## src/rtl/isa_pkg.sv

```systemverilog
// Shared ISA constants and fetch-state encoding for the fetch unit, decoder and bench.
package isa_pkg;

  localparam int INSTR_W = 9;
  localparam logic [INSTR_W-1:0] DONE_CODE = 9'b011_111_111;
  localparam logic [2:0] OP_BRANCH = 3'b100;

  typedef enum logic [1:0] {
    IDLE = 2'd0,
    RUN  = 2'd1,
    HALT = 2'd2
  } fetch_state_t;

endpackage

```

## src/rtl/jump_lut.sv

```systemverilog
// Jump-target table: one synchronous write port, one combinational read port,
// every entry cleared synchronously on reset.
module jump_lut #(
  parameter int AW = 6,
  parameter int DW = 10
) (
  input  logic          clk,
  input  logic          srst,
  input  logic          we,
  input  logic [AW-1:0] waddr,
  input  logic [DW-1:0] wdata,
  input  logic [AW-1:0] raddr,
  output logic [DW-1:0] rdata
);

  localparam int DEPTH = 2 ** AW;

  logic [DW-1:0] mem_reg [DEPTH];

  always_ff @(posedge clk) begin
    if (srst) begin
      for (int i = 0; i < DEPTH; i++) begin
        mem_reg[i] <= '0;
      end
    end else if (we) begin
      mem_reg[waddr] <= wdata;
    end
  end

  assign rdata = mem_reg[raddr];

endmodule

```

## src/rtl/instr_fetch.sv

```systemverilog
// Program counter / fetch unit: steps the PC through instruction ROM, takes
// branches through the jump LUT and stops when the decoder reports Done.
module instr_fetch #(
  parameter int INSTR_W = isa_pkg::INSTR_W,
  parameter int PC_W    = 10,
  parameter int LUT_AW  = 6,
  parameter int CNT_W   = 16
) (
  input  logic               Clk,
  input  logic               Reset,
  input  logic               Start,
  output logic [PC_W-1:0]    Imem_addr,
  input  logic [INSTR_W-1:0] Imem_rdata,
  output logic [INSTR_W-1:0] Mach_code,
  output logic               Valid,
  input  logic               Jen,
  input  logic [7:0]         Jptr,
  input  logic               BranchCond,
  input  logic               Halt_in,
  input  logic               Lut_we,
  input  logic [LUT_AW-1:0]  Lut_waddr,
  input  logic [PC_W-1:0]    Lut_wdata,
  output logic               Done,
  output logic [CNT_W-1:0]   Cycle_cnt
);

  import isa_pkg::*;

  fetch_state_t      state_reg, state_next;
  logic [PC_W-1:0]   pc_reg, pc_next;
  logic [CNT_W-1:0]  cnt_reg, cnt_next;
  logic [PC_W-1:0]   lut_rdata;
  logic              lut_we_gated;
  logic              unused_jptr_hi;

  // The table is only reprogrammable while the program is not executing.
  assign lut_we_gated   = Lut_we && (state_reg != RUN);
  assign unused_jptr_hi = ^Jptr[7:LUT_AW];

  jump_lut #(
    .AW (LUT_AW),
    .DW (PC_W)
  ) u_jump_lut (
    .clk   (Clk),
    .srst  (Reset),
    .we    (lut_we_gated),
    .waddr (Lut_waddr),
    .wdata (Lut_wdata),
    .raddr (Jptr[LUT_AW-1:0]),
    .rdata (lut_rdata)
  );

  always_comb begin
    state_next = state_reg;
    pc_next    = pc_reg;
    cnt_next   = cnt_reg;
    case (state_reg)
      IDLE: begin
        pc_next = '0;
        if (Start) begin
          state_next = RUN;
          cnt_next   = '0;
        end
      end
      RUN: begin
        // Counts the halting cycle too; saturates instead of wrapping.
        if (!(&cnt_reg)) begin
          cnt_next = cnt_reg + CNT_W'(1);
        end
        if (Halt_in) begin
          state_next = HALT;
        end else if (Jen && BranchCond) begin
          pc_next = lut_rdata;
        end else begin
          pc_next = pc_reg + PC_W'(1);
        end
      end
      HALT: begin
        if (Start) begin
          state_next = RUN;
          pc_next    = '0;
          cnt_next   = '0;
        end
      end
      default: begin
        state_next = IDLE;
        pc_next    = '0;
        cnt_next   = '0;
      end
    endcase
  end

  always_ff @(posedge Clk) begin
    if (Reset) begin
      state_reg <= IDLE;
      pc_reg    <= '0;
      cnt_reg   <= '0;
    end else begin
      state_reg <= state_next;
      pc_reg    <= pc_next;
      cnt_reg   <= cnt_next;
    end
  end

  assign Imem_addr = pc_reg;
  assign Mach_code = Imem_rdata;
  assign Valid     = (state_reg == RUN);
  assign Done      = (state_reg == HALT);
  assign Cycle_cnt = cnt_reg;

endmodule

```

## config.mk

```make
export PLATFORM = sky130hd
export DESIGN_NAME = instr_fetch
export DESIGN_NICKNAME = d
export VERILOG_FILES = /design/src/rtl/isa_pkg.sv /design/src/rtl/jump_lut.sv /design/src/rtl/instr_fetch.sv
export SDC_FILE = /design/constraint.sdc
export NUM_CORES = 1
export LEC_CHECK = 0
export CORE_MARGIN = 2
export CORE_UTILIZATION = 40
export DETAILED_ROUTE_END_ITERATION = 10
export PLACE_DENSITY = 0.65
export SKIP_LAST_GASP = 1
export SYNTH_ARGS = -nofsm -noshare
export SYNTH_HDL_FRONTEND = slang
export SYNTH_SLANG_ARGS = --single-unit
```

## constraint.sdc

```tcl
create_clock -name Clk -period 4.9 [get_ports Clk]
set_input_delay 0.49 -clock Clk [delete_from_list [all_inputs] [get_ports Clk]]
set_output_delay 0.49 -clock Clk [all_outputs]
set_load 0.05 [all_outputs]
```

==> results of run 1 <==
-- metal layers --
metal | routed length (um) | part of all wire (%) | up-vias | GRT usage [%]
met3 | 6300 | 7.5 | 153 | 3.48
met1 | 33200 | 40 | 9348 | 27.4
met2 | 40700 | 49 | 758 | 33.7
met4 | 3530 | 4.2 | 0 | 9.28
li1 | - | - | 8005 | -
met5 | 0 | 0 | - | 0
-- worst max path at each step --
stage	endpoint	slack (ps)	cells past startpoint
4_1_cts	u_jump_lut.mem_reg[38][5]	1780	5
6_report	u_jump_lut.mem_reg[54][9]	1680	5
5_1_grt	u_jump_lut.mem_reg[38][2]	1670	5
3_3_place_gp	Imem_addr[2]	1560	7
3_5_place_dp	u_jump_lut.mem_reg[38][6]	1540	5
2_1_floorplan	u_jump_lut.mem_reg[15][0]	2330	6
-- power by group through the flow --
stage | combinational (mW) | clock (mW) | sequential (mW)
2_1_floorplan | 0.575 | 0 | 6.59
3_3_place_gp | 0.904 | 0 | 6.59
3_5_place_dp | 0.914 | 0 | 6.61
4_1_cts | 0.917 | 5.24 | 6.49
5_1_grt | 0.962 | 5.45 | 6.50
6_report | 0.914 | 5.16 | 6.49
-- cells by family after synthesis --
group	after synthesis	synth area share, %
buf+inv	222	3.12
compound gates	110	2.47
flops	668	62.8
xor+xnor	10	0.278
fa+ha+maj	2	0.0794
mux	240	13.4
simple gates	959	17.9
-- layout make-up --
| cell class | instances | area, um2 | area share [%] |
|---|---|---|---|
| flip-flops and latches | 668 | 19800 | 56.1 |
| multi-input cells | 1321 | 10700 | 30.5 |
| clock buffers | 87 | 1920 | 5.45 |
| well taps | 1040 | 1300 | 3.69 |
| repair buffers | 143 | 1200 | 3.40 |
| clock inverters | 39 | 274 | 0.778 |
| inverters | 6 | 22.5 | 0.0639 |
| diodes | 2 | 5.00 | 0.0142 |
-- placed cells by master, fill, tap and decap left out, types with 4 or more instances in the layout --
cell             netlist  routed
a21oi_1               15      15
a221oi_1               5       5
a22oi_1               18      18
a31oi_1                6       6
and2_1               642     642
and4_1                 4       4
buf_2                 27      12
buf_4                 18      84
clkbuf_1             153      12
clkbuf_16              0      75
clkdlybuf4s50_1        0      41
clkinv_1               1      16
clkinv_2               0      15
dfxtp_1               28      28
edfxtp_1             640     640
mux2_2                11      11
mux2i_1               85      85
mux4_2               143     143
nand2_1               60      60
nand2b_1               6       6
nand3_1               24      24
nand3b_1               4       4
nand4_1               10      10
nor2_1                93      93
nor2b_1               17      17
nor3_1                 8       8
o2111ai_1              7       7
o211ai_1               6       6
o21ai_0               15      15
o21ai_1                5       5
o22a_1                 4       4
o22ai_1                5       5
or2_2                 65      65
or3_1                  6       6
xor2_1                10      10
-- worst max-delay path, delay by kind of cell, from the launching register on --
kind / cells / cell delay (ps)
flops: 1 / 470
simple gates: 5 / 2470
==> flow_metrics.tcl, run 1 <==
set metrics [dict create \
    outcome "finished, final reports clean" \
    ys.flop_type "edfxtp_1" \
    internal-power_mw 9.68 \
    syn_area_um2 31500 \
    io_buffers 56 \
    rr_worst_depth 5 \
    die_y_um 285 \
    min_period_ps 3220 \
    drive_gt1_share_pct 18.9 \
    hold_path_depth 2 \
    min_from "Cycle_cnt[6]" \
    post-route-util_pct 45.3 \
    path_cells "nor2b_1 -> and4bb_2 -> nand2_1 -> nor2_1 -> or2_2" \
    fin_crit_sh_pct 65.8 \
    fin_nets 2253 \
    critPathKind "flip-flop to flip-flop" \
    critPathSlowestCell "nand2_1" \
    r2r_slack_ps 1680 \
    final_cells 3306 \
    synthArstFlopShare_pct 0 \
    cp_max_fo 11 \
    end_kind "flip-flop" \
    cts_root_buf "clkbuf_16" \
    cts.clk_slew.worst_paths_ps 60 \
    post-cts-setup-buffer-count 0 \
    core_um2 77700 \
    clkPwrFrac_pct 41.1 \
    tightest_slew_ps 1180 \
    hold_end "Cycle_cnt[6]" \
    leakage_nw 12.9 \
    drv_slew 0 \
    preCtsSetupSlack_ps 1540 \
    ant_nets 0 \
    synthTopCellsByArea "edfxtp_1, and2_1, mux4_2" \
    p_sw_mw 2.88 \
    clk_path_buf_depth 3 \
    viasPerCell 5.52 \
    synth.distinct_cells 69 \
    postLayoutCellArea_um2 35200 \
    reg2reg_from "state_reg[0]" \
    synthCells 2211 \
    grt_overflow 0 \
    tritoncts "built" \
    syn_to_final_growth_pct 11.9 \
    placed_cell_area_um2 33000 \
    grt_pass1_vias 18593 \
    die_area_um2 81000 \
    fin_ws_ps 1680 \
    powerDensity_nw_per_um2 357 \
    synth.top_cell.area_share_pct 61.0 \
    dpl.hpwl_um 52800 \
    crit_required_ps 5230 \
    numCtsBuffers 71 \
    arrival_ps 3550 \
    hp-class "flip-flop to flip-flop" \
    synth_area_leader_cell "edfxtp_1" \
    p_seq_share_pct 51.6 \
    n_fill_cell 6671 \
    grt_pass1_wl_um 124000 \
    setup_violations 0 \
    antenna_found_initial 4 \
    grt_setup_unrepaired "false" \
    peakVddDrop_v 0.000218 \
    cap_viol_max_count 0 \
    relSlewSlack_pct 21.5 \
    yosysWarnings 0 \
    cp-startpoint "state_reg[0]" \
    clock_latency_ps 620 \
    vias 18264 \
    skew_ps 27.8 \
    ctsHoldBuffers 0 \
    swShare_pct 23.0 \
    firstDrtPassIters 6 \
    largest_reg_flops 640 \
    wl_per_cell_um 25.3 \
    cts_max_level 3 \
    startpoint_type "flip-flop" \
    cts.sinks 668 \
    critical-path-max-stage-delay_ps 680 \
    dp.cells 3178 \
    drt_iter0_markers 1807 \
    hold_viol 0 \
    grt_start_max_net_pins 74 \
    r2r-end "u_jump_lut.mem_reg[54][9]" \
    routed_wl_um 83700 \
    p_total_mw 12.6 \
    io_pins 77 \
    seq_area_frac_synth_pct 62.8 \
    fin_setup_tns_ps 0 \
    yosysMostFrequentCell "and2_1" \
    timing.fmax_ghz 0.310 \
    grtUsageTotal_pct 20.8 \
    synth-edff-count 640 \
    hold_slack_ps 515 \
    drc 0 \
    postSynthAreaPerCell_um2 14.2 \
    synth_fp_nets 2253 \
    place.gp.congestion 0.893 \
    cts_repair_resize_count 0 \
    start_util_pct 40.5 \
    fp-row-count 102 \
    pwr-share-comb_pct 7.3 \
    synth_common_cells "and2_1, edfxtp_1, clkbuf_1" \
    die_w_um 285 \
    ys_seq_elements 668 \
]
Note: power is estimated with default switching activity, not from simulation.
==> inputs of run 2 (changes only) <==
--- a/config.mk
+++ b/config.mk
@@ -8,7 +8,7 @@
 export CORE_MARGIN = 2
 export CORE_UTILIZATION = 40
 export DETAILED_ROUTE_END_ITERATION = 10
-export PLACE_DENSITY = 0.65
+export PLACE_DENSITY = 0.67
 export SKIP_LAST_GASP = 1
 export SYNTH_ARGS = -nofsm -noshare
 export SYNTH_HDL_FRONTEND = slang
==> constraint.sdc (replaced) <==
create_clock -name Clk -period 2.7 [get_ports Clk]
set_input_delay 0.27 -clock Clk [delete_from_list [all_inputs] [get_ports Clk]]
set_output_delay 0.27 -clock Clk [all_outputs]
set_load 0.05 [all_outputs]
==> flow_metrics.tcl, run 2 (same netlist as run 1, synthesis figures left out) <==
set metrics [dict create \
    end_kind "output port" \
    layout_commonest_cell "and2_1" \
    fin_crit_sh_pct 90.1 \
    largest_reg_flops 640 \
    cts.clk_slew.worst_paths_ps 60 \
    hold_viol 0 \
    clk_path_buf_depth 3 \
    tritoncts "built" \
    outcome "finished, final reports clean" \
    dpl.hpwl_um 56100 \
    hp-class "input pin to flip-flop" \
    leakage_nw 13.4 \
    multi_input_area_um2 10700 \
    drt_iter0_markers 2196 \
    grt_pass1_wl_um 125000 \
    viasPerCell 5.55 \
    drive_gt1_share_pct 21.3 \
    io_buffers 56 \
    cp_max_fo 9 \
    place.gp.congestion 0.924 \
    peakVddDrop_v 0.000390 \
    drv_slew 0 \
    ctsHoldBuffers 0 \
    die_area_um2 81000 \
    powerDensity_nw_per_um2 643 \
    cts_max_level 3 \
    post-cts-setup-buffer-count 0 \
    hold_slack_ps 357 \
    path_cells "nor2b_1 -> buf_4 -> dlygate4sd2_1" \
    cp-endpoint "Valid" \
    crit_required_ps 2430 \
    syn_to_final_growth_pct 14.4 \
    timing.fmax_ghz 0.411 \
    ant_nets 0 \
    insertedDiodeCount 0 \
    grt_setup_unrepaired "false" \
    cp-startpoint "state_reg[0]" \
    grt_pass1_vias 18995 \
    critical-path-max-stage-delay_ps 530 \
    n_fill_cell 6593 \
    final_cells 3383 \
    grt_overflow 0 \
    grt_start_max_net_pins 65 \
    ff_latch_area_um2 19800 \
    cts_repair_resize_count 1 \
    skew_ps 17.0 \
    fin_setup_tns_ps 0 \
    routed_wl_um 84200 \
    firstDrtPassIters 5 \
    p_total_mw 23.2 \
    die_y_um 285 \
    cts_root_buf "clkbuf_16" \
    tightest_slew_ps 1140 \
    cts.sinks 668 \
    fin_nets 2330 \
    drc 0 \
    relSlewSlack_pct 24.1 \
    min_period_ps 2430 \
    start_util_pct 40.5 \
    grtUsageTotal_pct 20.8 \
    dp.cells 3255 \
    r2r-end "u_jump_lut.mem_reg[29][3]" \
    rr_worst_depth 8 \
    vias 18761 \
    antenna_found_initial 1 \
    io_pins 77 \
    startpoint_type "flip-flop" \
    critPathSlowestCell "dlygate4sd2_1" \
    final_cell_mix "and2_1, edfxtp_1, buf_4" \
    die_w_um 285 \
    wl_per_cell_um 24.9 \
    reg2reg_from "state_reg[0]" \
    setup_violations 0 \
    fp-row-count 102 \
    r2r_slack_ps 280 \
    numCtsBuffers 71 \
    cap_viol_max_count 0 \
    critPathKind "flip-flop to output port" \
    core_um2 77700 \
    clock_latency_ps 610 \
    arrival_ps 2160 \
]
## run 2: changes by cell type in the layout (fill, tap and decap cells not counted), sizes merged
cell | previous run | this run
clkinvlp | 0 | 1
inv | 8 | 9
buf | 101 | 178
clkinv | 34 | 23
dlygate4sd2 | 0 | 1
clkbuf | 88 | 96
diode | 2 | 0
clkdlybuf4s50 | 41 | 40
bufinv | 3 | 6
## run 2: through the flow
stage / util (%) / area (um2) / setup slack [ps]
after floorplan: - / 31500 / 135
after global placement: 43.5 / 33800 / 75.7
after detailed placement: 43.5 / 33800 / 33.2
after CTS: 46.4 / 36000 / 234
after global routing: 46.4 / 36000 / 151
final: 46.4 / 36000 / 268
## run 2: how the worst min path moves through the flow
stage               depth (start not counted)                   endpoint          from
finish                                      2  u_jump_lut.mem_reg[10][1]  Lut_wdata[1]
global route                                2  u_jump_lut.mem_reg[60][1]  Lut_wdata[1]
CTS                                         2  u_jump_lut.mem_reg[63][6]  Lut_wdata[6]
detailed placement                          2               Cycle_cnt[6]  Cycle_cnt[6]
global placement                            2               Cycle_cnt[6]  Cycle_cnt[6]
floorplan                                   1               state_reg[0]         Start
## run 2: critical path, delay by kind of cell (launching register included)
family,cells,cell delay (ps)
flops,1,470
simple gates,1,380
buf+inv,2,710
## run 2: final cells by class
| class | instances | share of cell area [%] |
|---|---|---|
| Clock buffer | 95 | 5.38 |
| Multi-Input combinational cell | 1321 | 29.8 |
| Sequential cell | 668 | 54.9 |
| Inverter | 6 | 0.0625 |
| Clock inverter | 33 | 0.879 |
| Timing Repair Buffer | 220 | 5.38 |
| Tap cell | 1040 | 3.61 |
## run 2: routing by layer
layer / wire length (um) / GRT usage, % / part of all wire, % / vias up
li1: - / - / - / 8171
met1: 34800 / 28.4 / 41 / 9664
met2: 40400 / 33.7 / 48 / 789
met3: 5960 / 3.30 / 7.1 / 137
met4: 3010 / 7.74 / 3.6 / 0
met5: 0 / 0 / 0 / -
## run 2: power breakdown
part,total [mW],internal (mW),switching [mW]
Sequential,11.8,11.7,0.118
Clock,9.62,5.62,4.00
Combinational,1.76,0.646,1.11
==> inputs of run 3 (changes only) <==
--- a/config.mk
+++ b/config.mk
@@ -8,7 +8,6 @@
 export CORE_MARGIN = 2
 export CORE_UTILIZATION = 40
 export DETAILED_ROUTE_END_ITERATION = 10
-export PLACE_DENSITY = 0.67
 export SKIP_LAST_GASP = 1
 export SYNTH_ARGS = -nofsm -noshare
 export SYNTH_HDL_FRONTEND = slang
==> flow_metrics.tcl, run 3 (same netlist as run 1, synthesis figures left out) <==
set metrics [dict create \
    firstDrtPassIters 7 \
    core_um2 77700 \
    relSlewSlack_pct 23.7 \
    layout_commonest_cell "and2_1" \
    vias 18517 \
    path_delay_family "buffers and inverters" \
    fin_crit_sh_pct 93.9 \
    critPathSlowestCell "clkdlybuf4s50_1" \
    numCtsBuffers 73 \
    die_area_um2 81000 \
    tightest_slew_ps 1140 \
    setup_violations 0 \
    arrival_ps 2270 \
    leakage_nw 13.5 \
    clock_latency_ps 640 \
    grt_setup_unrepaired "false" \
    cap_viol_max_count 0 \
    post-cts-setup-buffer-count 0 \
    end_kind "output port" \
    drv_slew 0 \
    cp_num_buf_inv 2 \
    drive_gt1_share_pct 21.9 \
    die_y_um 285 \
    cts.sinks 668 \
    die_w_um 285 \
    tritoncts "built" \
    viasPerCell 5.46 \
    cts_max_level 3 \
    fp-row-count 102 \
    grt_start_max_net_pins 65 \
    timing.fmax_ghz 0.394 \
    cts.clk_slew.worst_paths_ps 60 \
    hold_path_depth 3 \
    grtUsageTotal_pct 21.3 \
    fin_nets 2341 \
    powerDensity_nw_per_um2 643 \
    grt_pass1_vias 18687 \
    preCtsSetupSlack_ps -13.2 \
    cp.depth 3 \
    grt_overflow 0 \
    routed_wl_um 85800 \
    antenna_found_initial 1 \
    clk_path_buf_depth 3 \
    fin_setup_tns_ps 0 \
    peakVddDrop_v 0.000438 \
    reg2reg_from "state_reg[0]" \
    drt_iter0_markers 1650 \
    skew_ps 34.8 \
    largest_reg_flops 640 \
    path_cells "nor2b_1 -> buf_4 -> clkdlybuf4s50_1" \
    wl_per_cell_um 25.3 \
    io_pins 77 \
    grt_pass1_wl_um 127000 \
    crit_required_ps 2430 \
    min_from "Lut_wdata[3]" \
    cts_root_buf "clkbuf_16" \
    hp-class "input pin to flip-flop" \
    place.gp.congestion 0.882 \
    start_util_pct 40.5 \
    min_period_ps 2540 \
    final_cell_mix "and2_1, edfxtp_1, buf_4" \
    fin_ws_ps 164 \
    startpoint_type "flip-flop" \
    hold_viol 0 \
    syn_to_final_growth_pct 15.2 \
    drc 0 \
    critical-path-max-stage-delay_ps 800 \
    cp-startpoint "state_reg[0]" \
    hold_slack_ps 274 \
    insertedDiodeCount 0 \
    dpl.hpwl_um 57400 \
    cp_max_fo 9 \
    rr_worst_depth 8 \
    ant_nets 0 \
    outcome "finished, final reports clean" \
    critPathKind "flip-flop to output port" \
    io_buffers 56 \
]
-- run 3: worst register-to-register path, cell delays in order, from the launching register on --
cell	delay [ps]
dfxtp_1	380
nor2b_1	180
buf_4	160
nor4b_2	290
buf_4	230
nand2_1	210
buf_4	240
nor2_1	150
or2_2	340
-- run 3: final cells by class --
class                      instances  area, um2
inverter                           6       22.5
multi-input combinational       1321      10700
timing repair buffer             229       2120
clock inverter                    37        338
clock buffer                      92       1980
tap                             1040       1300
fill                            6643      41400
sequential                       668      19800
-- run 3: power breakdown --
part	switching, mW	leakage [nW]	internal [mW]
Sequential	0.113	6.90	11.7
Clock	4.14	1.12	5.61
Combinational	1.13	5.44	0.677
-- run 3: path summary, 6_finish.rpt --
| kind | slack (ps) | to |
|---|---|---|
| max | 160 | Valid |
| min reg2reg | 510 | Cycle_cnt[15] |
| min | 270 | u_jump_lut.mem_reg[24][3] |
| max reg2reg | 200 | u_jump_lut.mem_reg[60][5] |
-- run 3: through the flow --
step | area [um2] | std cells | util, % | total power [mW]
floorplan | 31500 | 2211 | - | 13.0
global placement | 34000 | 3263 | 43.7 | 13.8
detailed placement | 34000 | 3263 | 43.7 | 13.8
CTS | 36300 | 3393 | 46.7 | 23.5
global route | 36300 | 3393 | 46.7 | 24.0
finish | 36300 | 3393 | 46.7 | 23.3
-- run 3: metal layers --
layer | track usage (%) | routed length [um] | share of wire (%)
met1 | 28.9 | 36700 | 43
met2 | 34.6 | 41200 | 48
met3 | 3.40 | 5130 | 6.0
met4 | 7.92 | 2810 | 3.3
met5 | 0 | 0 | 0
-- run 3: repair_timing --
item / CTS / global route
endpoints found under the hold margin: 1 / 0
gates resized for setup: 0 / 0
hold buffers: 1 / 0
